`src/rtl/fetch_stage_pkg.sv`:
```
// Shared fetch-stage types: FSM state encoding and the NOP used for bubbles.
package rv32i_types;
  typedef enum logic [1:0] {
    FETCH   = 2'd0,
    HOLD    = 2'd1,
    DISCARD = 2'd2
  } fetch_state_t;

  localparam logic [31:0] NOP_INSTR = 32'h00000013;
endpackage

```
`src/rtl/fetch_stage_if_id_reg.sv`:
```
// IF/ID pipeline register: load a new instruction, inject a bubble, or hold.
module if_id_reg
  import rv32i_types::*;
#(
  parameter int width = 32
) (
  input  logic             clk,
  input  logic             rst,
  input  logic             load,
  input  logic             bubble,
  input  logic [width-1:0] pc_d,
  input  logic [width-1:0] instr_d,
  output logic [width-1:0] pc_q,
  output logic [width-1:0] instr_q,
  output logic             valid_q
);
  always_ff @(posedge clk) begin
    if (!rst) begin
      pc_q    <= '0;
      instr_q <= width'(NOP_INSTR);
      valid_q <= 1'b0;
    end else if (load) begin
      pc_q    <= pc_d;
      instr_q <= instr_d;
      valid_q <= 1'b1;
    end else if (bubble) begin
      // A bubble keeps the PC so decode still sees where the pipeline stands.
      instr_q <= width'(NOP_INSTR);
      valid_q <= 1'b0;
    end
  end
endmodule

```
`src/rtl/fetch_stage.sv`:
```
// Instruction-fetch stage: PC ownership, imem read handshake, IF/ID register.
// Handshake: imem_read_o/imem_address_o stay constant until the one-cycle imem_resp_i strobe.
module fetch_stage
  import rv32i_types::*;
#(
  parameter int                width    = 32,
  parameter logic [width-1:0]  RESET_PC = 32'h00000060
) (
  input  logic             clk,
  input  logic             rst,
  input  logic             IF_HD_PC_write_i,
  input  logic             IF_ID_HD_write_i,
  input  logic             stall_mem_i,
  input  logic             flush_i,
  input  logic [width-1:0] br_target_i,
  output logic             imem_read_o,
  output logic [width-1:0] imem_address_o,
  input  logic [width-1:0] imem_rdata_i,
  input  logic             imem_resp_i,
  output logic [width-1:0] ID_pc_o,
  output logic [width-1:0] ID_instr_o,
  output logic             ID_valid_o,
  output logic [1:0]       state_dbg_o
);
  fetch_state_t     state, state_n;
  logic [width-1:0] pc, pc_n;
  logic [width-1:0] req_addr, req_addr_n;
  logic [width-1:0] buf_q, buf_n;
  logic             id_load, id_bubble;
  logic [width-1:0] id_instr_d;
  logic             adv, ld, fl;

  assign adv = IF_HD_PC_write_i & IF_ID_HD_write_i & ~stall_mem_i;
  assign ld  = IF_ID_HD_write_i & ~stall_mem_i;
  assign fl  = flush_i & ~stall_mem_i;

  always_ff @(posedge clk) begin
    if (!rst) begin
      state    <= FETCH;
      pc       <= RESET_PC;
      req_addr <= '0;
      buf_q    <= '0;
    end else begin
      state    <= state_n;
      pc       <= pc_n;
      req_addr <= req_addr_n;
      buf_q    <= buf_n;
    end
  end

  always_comb begin
    state_n    = state;
    pc_n       = pc;
    req_addr_n = req_addr;
    buf_n      = buf_q;
    id_load    = 1'b0;
    id_bubble  = 1'b0;
    id_instr_d = imem_rdata_i;
    unique case (state)
      FETCH: begin
        if (fl) begin
          pc_n      = br_target_i;
          id_bubble = 1'b1;
          if (!imem_resp_i) begin
            req_addr_n = pc;
            state_n    = DISCARD;
          end
        end else if (imem_resp_i && adv) begin
          id_load = 1'b1;
          pc_n    = pc + width'(4);
        end else if (imem_resp_i) begin
          buf_n     = imem_rdata_i;
          state_n   = HOLD;
          id_bubble = ld;
        end else begin
          id_bubble = ld;
        end
      end
      HOLD: begin
        id_instr_d = buf_q;
        if (fl) begin
          pc_n      = br_target_i;
          id_bubble = 1'b1;
          state_n   = FETCH;
        end else if (adv) begin
          id_load = 1'b1;
          pc_n    = pc + width'(4);
          state_n = FETCH;
        end
      end
      DISCARD: begin
        // The stale response is still owed to req_addr; a new redirect only retargets the PC.
        id_bubble = ld | fl;
        if (fl) pc_n = br_target_i;
        if (imem_resp_i) state_n = FETCH;
      end
      default: state_n = FETCH;
    endcase
  end

  always_comb begin
    imem_read_o    = 1'b0;
    imem_address_o = pc;
    unique case (state)
      FETCH:   imem_read_o = rst;
      DISCARD: begin
        imem_read_o    = rst;
        imem_address_o = req_addr;
      end
      default: imem_read_o = 1'b0;
    endcase
  end

  assign state_dbg_o = state;

  if_id_reg #(.width(width)) u_if_id (
    .clk     (clk),
    .rst     (rst),
    .load    (id_load),
    .bubble  (id_bubble),
    .pc_d    (pc),
    .instr_d (id_instr_d),
    .pc_q    (ID_pc_o),
    .instr_q (ID_instr_o),
    .valid_q (ID_valid_o)
  );
endmodule

```
`config.mk`:
```
export PLATFORM = sky130hd
export DESIGN_NAME = fetch_stage
export DESIGN_NICKNAME = d
export VERILOG_FILES = /design/src/rtl/fetch_stage_pkg.sv /design/src/rtl/fetch_stage_if_id_reg.sv /design/src/rtl/fetch_stage.sv
export SDC_FILE = /design/constraint.sdc
export NUM_CORES = 1
export LEC_CHECK = 0
export ABC_AREA = 1
export ABC_CLOCK_PERIOD_IN_PS = 2500
export BUFFER_PORTS_ARGS = -buffer_cell sky130_fd_sc_hd__buf_4
export CAP_MARGIN = 30
export CORE_MARGIN = 5
export CORE_UTILIZATION = 55
export DETAILED_ROUTE_END_ITERATION = 7
export GPL_ROUTABILITY_DRIVEN = 0
export PLACE_DENSITY = 0.81
export SLEW_MARGIN = 15
export SYNTH_ARGS = -nofsm -noshare
export SYNTH_HDL_FRONTEND = slang
export SYNTH_SLANG_ARGS = --single-unit
```
`constraint.sdc`:
```
create_clock -name clk -period 2.5 [get_ports clk]
set_input_delay 0.375 -clock clk [delete_from_list [all_inputs] [get_ports clk]]
set_output_delay 0.375 -clock clk [all_outputs]
set_load 0.02 [all_outputs]
```
==> impl_metrics.py <==
metrics = {
    "clock_network": {
        "clock_sinks": 163,
        "clk_pin_slew_ns": 0.06,
        "post_cts_resized": 0,
        "numCtsBuffers": 17,
        "post_cts_buffers": 0,
        "cts_root_buffer": "clkbuf_16",
        "clockBufferDepth": 2,
        "ctsHoldBuffers": 0,
        "cts_tree": "built",
        "cts_max_level": 4,
        "clock_latency_ns": 0.43,
    },
    "sta": {
        "worst_pin_slew_ns": 0.9004,
        "final.setup.tns_ns": 0,
        "finalClockSkew_ns": 0.006189,
        "worst_slack_ns": 0.2032,
        "hold_viol": 0,
        "hold-worst-slack_ns": 0.1927,
        "period_minus_slack_ns": 2.297,
        "slew_headroom_pct": 39.89,
        "fmax_mhz": 435.4,
        "setup_viol": 0,
        "grt_setup_unrepaired": "false",
        "drv_slew": 0,
        "min_period_over_period_pct": 91.87,
    },
    "flow_run": {
        "max_cap_violations": 0,
    },
    "global_route": {
        "grt_pass1_wl_mm": 35.82,
        "grtUsageTotal_pct": 26.86,
        "grt_overflow_total": 0,
        "grt_pass1_vias": 7342,
        "antenna_found_initial": 0,
        "grt_start_max_net_pins": 103,
    },
    "synth": {
        "synthesis.nets": 1190,
        "yosysMostFrequentCell": "nand2_1",
        "synth_ff_type": "dfxtp_1",
        "synth_edf_count": 0,
        "yosys-top-cells-count": "nand2_1 (264), o21ai_0 (165), dfxtp_1 (163)",
        "ys_seq_area_share_pct": 43.31,
        "synth_cells": 1118,
        "ys_types": 27,
        "async_flop_share_pct": 0,
        "netlist_area_um2": 7535,
        "synth_top_area_share_pct": 43.31,
        "yosysTopAreaCell": "dfxtp_1",
        "ys_ff_latch": 163,
        "synth_area_leaders": "dfxtp_1 (43%), nand2_1 (13%), o21ai_0 (11%), a21oi_1 (10%), nor2_1 (5.5%)",
        "synth_warnings": 0,
        "syn_area_per_cell_um2": 6.739,
    },
    "power_and_ir_drop": {
        "power.density_nw_per_um2": 695.3,
        "p_total_mw": 6.631,
        "leakagePower_nw": 3.962,
        "peakVddDrop_mv": 0.4558,
    },
    "setup_path": {
        "cp.arrival_ns": 1.92,
        "crit_path_end_kind": "output port",
        "critPathMaxFanout": 41,
        "cp.required_ns": 2.12,
        "path_class": "reg2out",
        "start_kind": "flop",
    },
    "floorplanning": {
        "io_pins": 171,
        "initial_core_util_pct": 56.45,
        "rows": 42,
        "die_y_um": 127.0,
        "dieWidth_um": 127.0,
        "core_area_um2": 13350,
        "dieArea_um2": 16140,
    },
    "hold_path": {
        "min_path_type": "in2reg",
    },
    "detailed_routing": {
        "vias": 8042,
        "post_drt_wl_per_cell_um": 15.22,
        "routed_wl_mm": 21.98,
        "drt-initial-drc-count": 777,
        "detail-route-antenna-nets": 0,
        "route.detailed.drc": 0,
        "viasPerCell": 5.569,
        "dr.pass1.iters": 6,
    },
    "final_layout": {
        "num_antenna_cells": 0,
        "final_cell_count_no_fill": 1444,
        "fin_nets": 1327,
        "fin_area_um2": 9537,
        "drive_gt1_share_pct": 19.01,
        "final_util_pct": 71.45,
        "fill_cells": 1194,
        "area_growth_pct": 26.57,
    },
    "outcome": {
        "status": "finished, final reports clean",
    },
    "placement": {
        "dpl.cell_count": 1412,
        "pre_cts_slack_ns": 0.3811,
        "place_area_um2": 8902,
        "io_buffers": 170,
        "hpwl_mm": 15.08,
    },
}
final timing paths:
check,startpoint,endpoint,slack (ns),depth (start not counted)
setup / recovery,state_dbg_o[1],imem_address_o[10],0.20,6
setup reg to reg,state_dbg_o[1],req_addr[13],0.42,6
hold / removal,br_target_i[1],pc[1],0.19,3
hold reg to reg,buf_q[9],buf_q[9],0.45,2
critical path, cell delays in order (launching register included):
cell      delay (ns)
dfxtp_1         0.54
nand2_2         0.18
clkinv_1        0.10
buf_6           0.25
nand2_1         0.10
o21ai_0         0.12
buf_4           0.19
report_power, final:
group          internal, mW  switching [mW]
registers              2.75           0.104
clock network          1.68            1.07
logic                 0.384           0.647
total                  4.81            1.82
layout by cell type (no fill, tap or decap), types with 5 or more instances in the layout:
cell	synthesis	final
nor2_1	111	111
inv_2	9	9
o21ai_0	165	165
nand2_2	5	5
inv_1	74	74
nand3_1	41	41
buf_4	5	184
nand2_1	264	264
nand4_1	32	32
o21ai_1	13	12
clkbuf_16	0	17
dfxtp_1	163	162
a21oi_1	152	152
area by class of cell:
type	instances	area (µm²)	share of cell area, %
Sequential cell	163	3264	34.23
Clock inverter	11	148.9	1.561
Timing Repair Buffer	189	1473	15.44
Clock buffer	21	480.5	5.038
Tap cell	176	220.2	2.309
Multi-Input combinational cell	799	3631	38.07
Inverter	85	319.1	3.346
flip-flops by register name, indices dropped and copies added (netlist names):
register         cells
buf_q               32
pc                  32
u_if_id.instr_q     32
u_if_id.valid_q      1
u_if_id.pc_q        32
state_dbg_o          2
req_addr            32
cells by family (layout without fill, tap and decap cells):
group / Yosys count / in the layout / share of synthesized area, %
flops: 163 / 163 / 43.31
buf+inv: 156 / 306 / 8.652
simple gates: 461 / 461 / 25.29
fa+ha+maj: 1 / 1 / 0.1660
compound gates: 337 / 337 / 22.58
per-layer routing:
metal	wire length [µm]	global-route usage, %
met5	0	0
met4	618	9.779
met3	1677	6.761
met2	10750	45.08
met1	8939	33.54
No activity file was read; power rests on OpenSTA's default activity.
